$ cat config.mk
export PLATFORM = sky130hd
export DESIGN_NAME = dvs_event_replay_tx
export DESIGN_NICKNAME = d
export VERILOG_FILES = /design/src/rtl/dvs_ravens_pkg.sv /design/src/rtl/dvs_event_fifo.sv /design/src/rtl/dvs_event_replay_tx.sv
export SDC_FILE = /design/constraint.sdc
export NUM_CORES = 1
export LEC_CHECK = 0
export CAP_MARGIN = 30
export CORE_MARGIN = 10
export CORE_UTILIZATION = 44
export CTS_CLUSTER_DIAMETER = 150
export CTS_CLUSTER_SIZE = 30
export DETAILED_ROUTE_END_ITERATION = 8
export HOLD_SLACK_MARGIN = 0.02
export PLACE_DENSITY = 0.64
export SLEW_MARGIN = 0
export SYNTH_ARGS = -nofsm -noshare
export SYNTH_HDL_FRONTEND = slang
export SYNTH_SLANG_ARGS = --single-unit
$ cat constraint.sdc
create_clock -name clk -period 7.4 [get_ports clk]
set_clock_uncertainty 0.05 [all_clocks]
set_input_delay 1.11 -clock clk [delete_from_list [all_inputs] [get_ports clk]]
set_output_delay 1.11 -clock clk [all_outputs]
set_load 0.01 [all_outputs]
$ cat src/rtl/dvs_ravens_pkg.sv
// dvs_ravens_pkg: shared DVS event types, sensor geometry and timing constants.
package dvs_ravens_pkg;
   localparam int CLK_PERIOD_NS      = 10;
   localparam int DVS_TS_TICK_CYCLES = 1000 / CLK_PERIOD_NS;
   localparam int DVS_X_ADDR_BITS    = 9;
   localparam int DVS_Y_ADDR_BITS    = 9;
   localparam int TIMESTAMP_BITS     = 48;
   localparam int DROP_COUNT_BITS    = 16;
   localparam int DVS_X_RES          = 346;
   localparam int DVS_Y_RES          = 260;
   typedef struct packed {
      logic [DVS_X_ADDR_BITS-1:0] x;
      logic [DVS_Y_ADDR_BITS-1:0] y;
      logic                       pol;
      logic [TIMESTAMP_BITS-1:0]  ts;
   } dvs_event_t;
   typedef enum logic [1:0] {ST_IDLE, ST_WAIT, ST_PRESENT} tx_state_t;
   function automatic logic in_sensor(input logic [DVS_X_ADDR_BITS-1:0] x, input logic [DVS_Y_ADDR_BITS-1:0] y);
      return (x < DVS_X_ADDR_BITS'(DVS_X_RES)) && (y < DVS_Y_ADDR_BITS'(DVS_Y_RES));
   endfunction
endpackage

$ cat src/rtl/dvs_event_fifo.sv
// dvs_event_fifo: synchronous event FIFO with flush and registered full/empty flags.
module dvs_event_fifo
   import dvs_ravens_pkg::*;
#(
   parameter int DEPTH = 8
) (
   input  logic       clk,
   input  logic       rst_n,
   input  logic       flush,
   input  logic       push,
   input  logic       pop,
   input  dvs_event_t wdata,
   output dvs_event_t rdata,
   output logic       full,
   output logic       empty
);
   localparam int AW = $clog2(DEPTH);
   localparam int PW = AW + 1;
   dvs_event_t    mem [DEPTH];
   logic [PW-1:0] wr_ptr, rd_ptr, wr_nxt, rd_nxt;
   logic          do_push, do_pop;
   assign do_push = push & !full;
   assign do_pop  = pop & !empty;
   assign wr_nxt  = wr_ptr + PW'(do_push);
   assign rd_nxt  = rd_ptr + PW'(do_pop);
   assign rdata   = mem[rd_ptr[AW-1:0]];
   // full is exact for the next cycle; empty trails the pointers by one cycle,
   // which forms the load-path pipeline stage (the consumer never pops twice in a row)
   always_ff @(posedge clk or negedge rst_n) begin
      if (!rst_n) begin
         wr_ptr <= '0;
         rd_ptr <= '0;
         full   <= 1'b0;
         empty  <= 1'b1;
      end else if (flush) begin
         wr_ptr <= '0;
         rd_ptr <= '0;
         full   <= 1'b0;
         empty  <= 1'b1;
      end else begin
         wr_ptr <= wr_nxt;
         rd_ptr <= rd_nxt;
         full   <= (wr_nxt - rd_nxt) == PW'(DEPTH);
         empty  <= wr_ptr == rd_ptr;
      end
   end
   always_ff @(posedge clk)
      if (do_push) mem[wr_ptr[AW-1:0]] <= wdata;
endmodule

$ cat src/rtl/dvs_event_replay_tx.sv
// dvs_event_replay_tx: replays host-loaded DVS events onto the event stream at their
// scheduled microsecond times; owns the free-running timestamp base.
module dvs_event_replay_tx
   import dvs_ravens_pkg::*;
#(
   parameter int FIFO_DEPTH  = 8,
   parameter int TICK_CYCLES = DVS_TS_TICK_CYCLES
) (
   input  logic                       clk,
   input  logic                       rst_n,
   input  logic                       enable,
   input  logic                       ts_clear,
   input  logic                       in_valid,
   output logic                       in_ready,
   input  logic [DVS_X_ADDR_BITS-1:0] in_x,
   input  logic [DVS_Y_ADDR_BITS-1:0] in_y,
   input  logic                       in_pol,
   input  logic [TIMESTAMP_BITS-1:0]  in_ts,
   output logic                       out_valid,
   input  logic                       out_ready,
   output logic [DVS_X_ADDR_BITS-1:0] out_x,
   output logic [DVS_Y_ADDR_BITS-1:0] out_y,
   output logic                       out_pol,
   output logic [TIMESTAMP_BITS-1:0]  out_ts,
   output logic [TIMESTAMP_BITS-1:0]  now_ts,
   output logic [DROP_COUNT_BITS-1:0] drop_count,
   output logic                       late_flag
);
   localparam int PS_W = $clog2(TICK_CYCLES + 1);
   logic [PS_W-1:0] prescaler;
   logic            tick, accept, push, pop, due, first_wait;
   logic            fifo_full, fifo_empty;
   dvs_event_t      fifo_head, hold, out_ev;
   tx_state_t       state, state_nxt;
   assign tick     = enable && prescaler == PS_W'(TICK_CYCLES - 1);
   assign in_ready = !fifo_full;
   assign accept   = in_valid && in_ready && !ts_clear;
   assign push     = accept && in_sensor(in_x, in_y);
   assign due      = enable && hold.ts <= now_ts;
   always_ff @(posedge clk or negedge rst_n) begin
      if (!rst_n) begin
         prescaler <= '0;
         now_ts    <= '0;
      end else if (ts_clear) begin
         prescaler <= '0;
         now_ts    <= '0;
      end else if (enable) begin
         prescaler <= tick ? '0 : prescaler + 1'b1;
         now_ts    <= now_ts + TIMESTAMP_BITS'(tick);
      end
   end
   always_ff @(posedge clk or negedge rst_n) begin
      if (!rst_n) drop_count <= '0;
      else if (ts_clear) drop_count <= '0;
      else if (accept && !push && drop_count != '1) drop_count <= drop_count + 1'b1;
   end
   dvs_event_fifo #(.DEPTH(FIFO_DEPTH)) u_fifo (
      .clk   (clk),
      .rst_n (rst_n),
      .flush (ts_clear),
      .push  (push),
      .pop   (pop),
      .wdata ({in_x, in_y, in_pol, in_ts}),
      .rdata (fifo_head),
      .full  (fifo_full),
      .empty (fifo_empty)
   );
   always_ff @(posedge clk or negedge rst_n) begin
      if (!rst_n) state <= ST_IDLE;
      else if (ts_clear) state <= ST_IDLE;
      else state <= state_nxt;
   end
   always_comb begin
      state_nxt = state;
      pop       = 1'b0;
      case (state)
         ST_IDLE: begin
            pop       = !fifo_empty;
            state_nxt = fifo_empty ? ST_IDLE : ST_WAIT;
         end
         ST_WAIT: state_nxt = due ? ST_PRESENT : ST_WAIT;
         ST_PRESENT: if (out_ready) begin
            pop       = !fifo_empty;
            state_nxt = fifo_empty ? ST_IDLE : ST_WAIT;
         end
         default: state_nxt = ST_IDLE;
      endcase
   end
   always_comb begin
      out_valid = state == ST_PRESENT;
      {out_x, out_y, out_pol, out_ts} = out_ev;
   end
   // lateness is judged once, on the first cycle an event sits in WAIT
   always_ff @(posedge clk or negedge rst_n) begin
      if (!rst_n) begin
         hold       <= '0;
         out_ev     <= '0;
         first_wait <= 1'b0;
         late_flag  <= 1'b0;
      end else if (ts_clear) begin
         hold       <= '0;
         out_ev     <= '0;
         first_wait <= 1'b0;
         late_flag  <= 1'b0;
      end else begin
         first_wait <= pop;
         if (pop) hold <= fifo_head;
         if (state == ST_WAIT && due) out_ev <= hold;
         if (state == ST_WAIT && first_wait && hold.ts < now_ts) late_flag <= 1'b1;
      end
   end
endmodule

; Word-level counts from Yosys, hierarchy flattened
; Memories as Yosys holds them, arrays and structs flattened.
; Cells that the tools add are included.
[word_totals]
memories = 1
out_inout_bits = 134
ram_bits = 536
inputBits = 73
latch_bits = 0
ff_bits = 219
romBits = 0
wordCells = 86
[op_classes]
mul = 0
n_shift = 0
n_div = 0
n_lt_le_gt_ge = 4
add_sub_neg = 6
n_bitwise = 2
n_eq_ne = 7
n_reduce_logical = 21
mux = 27
[mem_list]
columns = name, depth, word_bits, read_ports, rd_clocked_by_memory_dff, write_ports, line_no
row1 = u_fifo.mem, 8, 67, 1, 0, 1, dvs_event_fifo.sv:19  ; dvs_event_t mem [DEPTH];
[ops]
columns = operator, n
row1 = $mux 67, 4
row2 = $mux 48, 2
row3 = $add 48x1->48, 1
row4 = $le 48x48->1, 1
row5 = $lt 48x48->1, 1
row6 = $mux 16, 2
row7 = $mux 7, 3
row8 = $lt 9x9->1 const B, 2
row9 = $add 16x1->16 const B, 1
row10 = $ne 16x16->1 const B, 1
row11 = $logic_and 1x1->1, 11
row12 = $reduce_bool 2->1, 5
row13 = $mux 1, 9
row14 = $add 4x1->4, 2
row15 = $mux 4, 2
row16 = $add 7x1->7 const B, 1
row17 = $eq 7x7->1 const B, 1
row18 = $mux 2, 3
row19 = $pmux 2 s3, 1
row20 = $eq 4x4->1, 1
row21 = $eq 4x4->1 const B, 1
row22 = $logic_not 1->1, 4
row23 = $sub 4x4->4, 1
row24 = $ne 3x2->1 const B, 1
row25 = 5 further kinds, 6

; Logic depth before layout (Yosys ltp)
[depth]
word_depth = 9
mapped_depth = 12
depth_no_buf = 12

; Cells and area by module
; From an unflattened synthesis, not the netlist that was laid out.
[hier_totals]
hier_cells = 1970
area_unflattened_um2 = 31747.9
[modules_own_cells]
columns = module, cells_per_inst, instances, seq_area_each_um2, area_each_um2
row1 = dvs_event_fifo, 839, 1, 16346.9, 20933.8
row2 = dvs_event_replay_tx, 1131, 1, 5230.0, 10814.1

; Worst setup path before layout
; Ideal clock, no wire load.
[synth_timing]
kind = input-to-reg
startpoint = input port in_y[7]
endpoint = memory u_fifo.mem[0][0] (netlist bit) (enable)
setup_ns = 0.574
cell_stages = 5
path_buffers = 0
slack_ns = -0.092
arrival_ns = 6.868
t_required_ns = 6.776
cell_sequence = or4_1 -> o31ai_1 -> and3_1 -> nand2b_1 -> nor3_1
[synth_between]
elab_chain_cells = 6
[synth_lines]
columns = item, line_no
row1 = from (decl), dvs_event_replay_tx.sv:16  ; input logic [DVS_Y_ADDR_BITS-1:0] in_y,
row2 = $lt 9x9->1, dvs_ravens_pkg.sv:19  ; return (x < DVS_X_ADDR_BITS'(DVS_X_RES)) && (y < DVS_Y_ADDR_BITS'(DVS_Y_RES));
row3 = $logic_and 1x1->1, dvs_ravens_pkg.sv:19
row4 = $logic_and 1x1->1, dvs_event_replay_tx.sv:38  ; assign push = accept && in_sensor(in_x, in_y);
row5 = $and 1x1->1, dvs_event_fifo.sv:22  ; assign do_push = push & !full;
row6 = $mux 1, dvs_event_fifo.sv:48  ; if (do_push) mem[wr_ptr[AW-1:0]] <= wdata;
row7 = $mux 1 (implied by the code), dvs_event_fifo.sv:48
row8 = to (decl), dvs_event_fifo.sv:19
; No other way between the ends.

; Final worst setup path
[layout_timing]
startpoint = input port enable
endpoint = register now_ts[35]
[layout_between]
elab_chain_cells = 4
elab_cells_between_ends = 5
classes_between = 1 x add/sub / 2 x mux / 2 x reduce/logical
[layout_lines]
columns = item, line_no
row1 = from (decl), dvs_event_replay_tx.sv:11  ; input logic enable,
row2 = $logic_and 1x1->1, dvs_event_replay_tx.sv:35  ; assign tick = enable && prescaler == PS_W'(TICK_CYCLES - 1);
row3 = $add 48x1->48, dvs_event_replay_tx.sv:49  ; now_ts <= now_ts + TIMESTAMP_BITS'(tick);
row4 = $mux 48, dvs_event_replay_tx.sv:47  ; end else if (enable) begin
row5 = $mux 48, dvs_event_replay_tx.sv:44  ; end else if (ts_clear) begin
row6 = to (signal assigned), dvs_event_replay_tx.sv:49
row7 = to (decl), dvs_event_replay_tx.sv:25  ; output logic [TIMESTAMP_BITS-1:0] now_ts,
; Several ways; a longest one is shown, not always the timed one. The select of a mux whose other input is x is not followed.
; A chain may end at the register's enable or synchronous reset.

==> impl_metrics.json <==
{
  "synth.yosys.seq_area_share_pct": 69.67,
  "cp.arrival_ns": 5.53,
  "clock_tree.root_cell": "sky130_fd_sc_hd__clkbuf_16",
  "io_buffers": 206,
  "wl_per_cell_um": 24.02,
  "cpMaxStageDelayCell": "sky130_fd_sc_hd__nor4b_4",
  "final_min_period_over_clock_period_pct": 68.80,
  "classification_of_the_worst_slack_hold_path": "input pin to asynchronous set/reset pin",
  "crit_path_end": "now_ts[35]",
  "path_cells": "clkdlybuf4s50_1, nand4_1, nor4_1, ha_1, nand4_1, nor3_1, nor4b_4, nand3_1, nor4_1, xnor2_1, nor2_1",
  "gpl.final_weighted_congestion": 0.7837,
  "combinationalPowerShare_pct": 9.4,
  "power_frac_seq_pct": 63.2,
  "critical_path_required_ns": 7.84,
  "grt_start_max_net_pins": 146,
  "overflow": 0,
  "ctsHoldBuffers": 0,
  "wl_um": 72960,
  "syn_nets": 2033,
  "ant_nets": 0,
  "final_net_count": 2203,
  "cts-buffers-inserted": 29,
  "area_growth_syn_to_layout_pct": 13.50,
  "endpoint_kind": "flop",
  "number_of_warnings_issued_by_yosys": 0,
  "maximum_clock_rate_mhz": 196.4,
  "final_hold_vios": 0,
  "synth_flop_cell": "sky130_fd_sc_hd__edfxtp_1",
  "timing.critical_path.from": "enable",
  "total_switching_power_mw": 1.705,
  "n_fill_cell": 5811,
  "slowest_delay_ns": 0.88,
  "post_route_cells_drive_above_1_share_pct": 10.61,
  "postLayoutCellArea_mm2": 0.03515,
  "setup-tns-final_ns": 0,
  "grt_antenna_before_repair": 17,
  "critical_path_class": "input pin to flop",
  "grt_setup_unrepaired": "false",
  "power.density_mw_per_mm2": 208.9,
  "worst_r2r_endpoint": "out_ts[32]",
  "p_leak_nw": 11.62,
  "timing.final.crit_period_ns": 5.091,
  "detailroute.via_count": 16820,
  "grt_pass1_wl_um": 110800,
  "clockBufferDepth": 3,
  "dpl-instance-area_mm2": 0.03428,
  "synth-seq-cells": 755,
  "mappedNetlistArea_mm2": 0.03097,
  "via_per_inst": 5.539,
  "max-cap-violations": 0,
  "i_o_pin_cnt": 207,
  "postSynthCellCount": 1901,
  "global_route.usage.total_pct": 17.63,
  "slew_headroom_pct": 30.31,
  "worst-slew-pin-transition_ns": 1.045,
  "peakVddDrop_v": 0.0001748,
  "die_area_mm2": 0.08140,
  "grt_pass1_vias": 17120,
  "cts_htree_levels": 1,
  "initial_core_util_pct": 44.30,
  "clock_tree_from_tritoncts": "built",
  "kind_of_cell_adding_the_most_delay_to_the_critical_path": "simple AND/OR/NAND/NOR gates",
  "path_max_fanout": 14,
  "critical_path.reg2reg.startpoint": "now_ts[31]",
  "power.clock.fraction_pct": 27.4,
  "half_perimeter_wire_length_of_the_detailed_placement_result_um": 47370,
  "die_x_um": 285.3,
  "reg2reg_slack_ns": 2.95,
  "drcViolationCount": 0,
  "synthArstFlopShare_pct": 29.01,
  "clkSlewWorstSetupHoldPaths_ns": 0.12,
  "switching_share_pct": 23.22,
  "worst_setup_path_start_kind": "input pin",
  "insertion_delay_ns": 0.63,
  "cts.sink_count": 755,
  "post_cts_buffers": 0,
  "timing.final.setup_violations": 0,
  "core_region_area_mm2": 0.06991,
  "path_depth": 11,
  "internal_power_mw": 5.639,
  "die-height_um": 285.3,
  "report.final.slew_viol_count": 0,
  "core.rowCount": 97,
  "detailedRoute.firstIterationViolations": 1333,
  "critical_path_buf_inv_count": 1,
  "run_status": "finished, final reports clean",
  "yosysUniqueCellTypes": 56,
  "drt_pass1_iterations": 5,
  "timing.reg2reg.worst_path_depth": 10,
  "number_of_flops_mapped_to_enable_cells_by_yosys": 536,
  "cts_repair_resize_count": 0,
  "synth_area_per_cell_um2": 16.29
}
through the flow:
| stage | hold slack [ns] | utilization, % | setup slack, ns | power, mW | instances |
|---|---|---|---|---|---|
| floorplan | 0.4466 | - | 1.706 | 5.152 | 1901 |
| global placement | 0.4702 | 48.79 | 1.823 | 5.415 | 2972 |
| detailed placement | 0.4733 | 49.03 | 1.755 | 5.438 | 2979 |
| CTS | 0.4290 | 50.23 | 2.410 | 7.415 | 3032 |
| global route | 0.4226 | 50.28 | 1.952 | 7.627 | 3036 |
| finish | 0.3934 | 50.28 | 2.309 | 7.344 | 3037 |
cell usage after synthesis (3+ instances only):
cell | number | area (µm²)
sky130_fd_sc_hd__buf_1 | 15 | 56.30
sky130_fd_sc_hd__o21ai_0 | 20 | 100.1
sky130_fd_sc_hd__nand2_1 | 174 | 653.1
sky130_fd_sc_hd__a211oi_1 | 71 | 533.0
sky130_fd_sc_hd__nor4_1 | 4 | 25.02
sky130_fd_sc_hd__xor2_1 | 22 | 192.7
sky130_fd_sc_hd__nand2b_1 | 5 | 31.28
sky130_fd_sc_hd__and2_1 | 8 | 50.05
sky130_fd_sc_hd__and3_1 | 11 | 68.82
sky130_fd_sc_hd__buf_4 | 5 | 37.54
sky130_fd_sc_hd__clkbuf_1 | 66 | 247.7
sky130_fd_sc_hd__o21a_1 | 3 | 22.52
sky130_fd_sc_hd__xnor2_1 | 42 | 367.9
sky130_fd_sc_hd__a21oi_1 | 33 | 165.2
sky130_fd_sc_hd__ha_1 | 59 | 738.2
sky130_fd_sc_hd__nor2b_1 | 5 | 31.28
sky130_fd_sc_hd__edfxtp_1 | 536 | 16100
sky130_fd_sc_hd__mux2i_1 | 138 | 1381
sky130_fd_sc_hd__inv_1 | 57 | 214.0
sky130_fd_sc_hd__or3_1 | 6 | 37.54
sky130_fd_sc_hd__mux4_2 | 134 | 3018
sky130_fd_sc_hd__nor2_1 | 147 | 551.8
sky130_fd_sc_hd__nand3_1 | 25 | 125.1
sky130_fd_sc_hd__and4_1 | 6 | 52.55
sky130_fd_sc_hd__dfrtp_1 | 218 | 5455
sky130_fd_sc_hd__buf_2 | 8 | 40.04
sky130_fd_sc_hd__nor3_1 | 16 | 80.08
sky130_fd_sc_hd__nand4_1 | 30 | 187.7
sky130_fd_sc_hd__o31ai_1 | 3 | 22.52
area by class of cell:
| type | instances | area, µm² | area share [%] |
|---|---|---|---|
| diodes | 4 | 10.01 | 0.02847 |
| clock inverters | 2 | 28.78 | 0.08187 |
| clock buffers | 51 | 808.3 | 2.299 |
| repair buffers | 236 | 2492 | 7.090 |
| multi-input cells | 991 | 8826 | 25.11 |
| well taps | 940 | 1176 | 3.346 |
| inverters | 58 | 222.7 | 0.6336 |
| flip-flops and latches | 755 | 21590 | 61.41 |
worst reg2reg max path: stages (launching register included):
cell and delay, ns:
sky130_fd_sc_hd__dfrtp_1 0.54, sky130_fd_sc_hd__inv_1 0.09, sky130_fd_sc_hd__ha_1 0.31, sky130_fd_sc_hd__nand4_1 0.24, sky130_fd_sc_hd__nor4_1 0.62, sky130_fd_sc_hd__nand2_1 0.17
sky130_fd_sc_hd__o21a_1 0.23, sky130_fd_sc_hd__a211oi_2 0.30, sky130_fd_sc_hd__and3_4 0.84, sky130_fd_sc_hd__buf_4 0.68, sky130_fd_sc_hd__mux2i_1 0.30
state kept, by name (all words and copies together) (netlist names), 7 cells and up:
register,flops
u_fifo.mem,536
hold,67
now_ts,48
out_ts,48
drop_count,16
out_x,9
out_y,9
prescaler,7
layer usage:
layer / wire length [µm] / track usage (%)
met2: 35040 / 28.56
met1: 32380 / 24.69
met4: 1014 / 3.422
met5: 81 / 0
met3: 4451 / 3.420
cells by family after synthesis:
family,Yosys count,share of synthesized area [%]
simple gates,447,6.569
mux,272,14.20
compound gates,149,3.256
fa+ha+maj,59,2.383
buf+inv,155,2.113
flops,755,69.67
xor+xnor,64,1.810
how the worst min path moves through the flow:
stage	slack, ns	endpoint	cells after the start
3_3_place_gp	0.47	out_y[2]	2
2_1_floorplan	0.45	prescaler[5]	1
6_report	0.39	out_x[5]	1
4_1_cts	0.43	out_x[5]	1
5_1_grt	0.42	out_x[5]	1
3_5_place_dp	0.47	out_ts[11]	2
placed cells by master, fill, tap and decap left out, types with 8 or more instances in the layout:
master                            instances
sky130_fd_sc_hd__xnor2_1                 42
sky130_fd_sc_hd__nand2_1                174
sky130_fd_sc_hd__edfxtp_1               536
sky130_fd_sc_hd__mux2i_1                138
sky130_fd_sc_hd__dfrtp_1                215
sky130_fd_sc_hd__o21ai_0                 20
sky130_fd_sc_hd__clkdlybuf4s50_1        204
sky130_fd_sc_hd__ha_1                    59
sky130_fd_sc_hd__and2_1                   8
sky130_fd_sc_hd__and3_1                  10
sky130_fd_sc_hd__nand3_1                 25
sky130_fd_sc_hd__a211oi_1                70
sky130_fd_sc_hd__nor2_1                 141
sky130_fd_sc_hd__xor2_1                  22
sky130_fd_sc_hd__clkbuf_1                22
sky130_fd_sc_hd__a21oi_1                 33
sky130_fd_sc_hd__clkbuf_16               29
sky130_fd_sc_hd__buf_4                   17
sky130_fd_sc_hd__inv_1                   57
sky130_fd_sc_hd__mux4_2                 134
sky130_fd_sc_hd__nand4_1                 30
sky130_fd_sc_hd__nor3_1                  14
power by group through the flow:
stage | registers, mW | clock network, mW | logic, mW
final | 4.64 | 2.01 | 0.691
after global routing | 4.65 | 2.21 | 0.764
after CTS | 4.64 | 2.07 | 0.703
after detailed placement | 4.74 | 0 | 0.701
after global placement | 4.75 | 0 | 0.666
after floorplan | 4.71 | 0 | 0.445
Power figures use the tool's default switching activity.
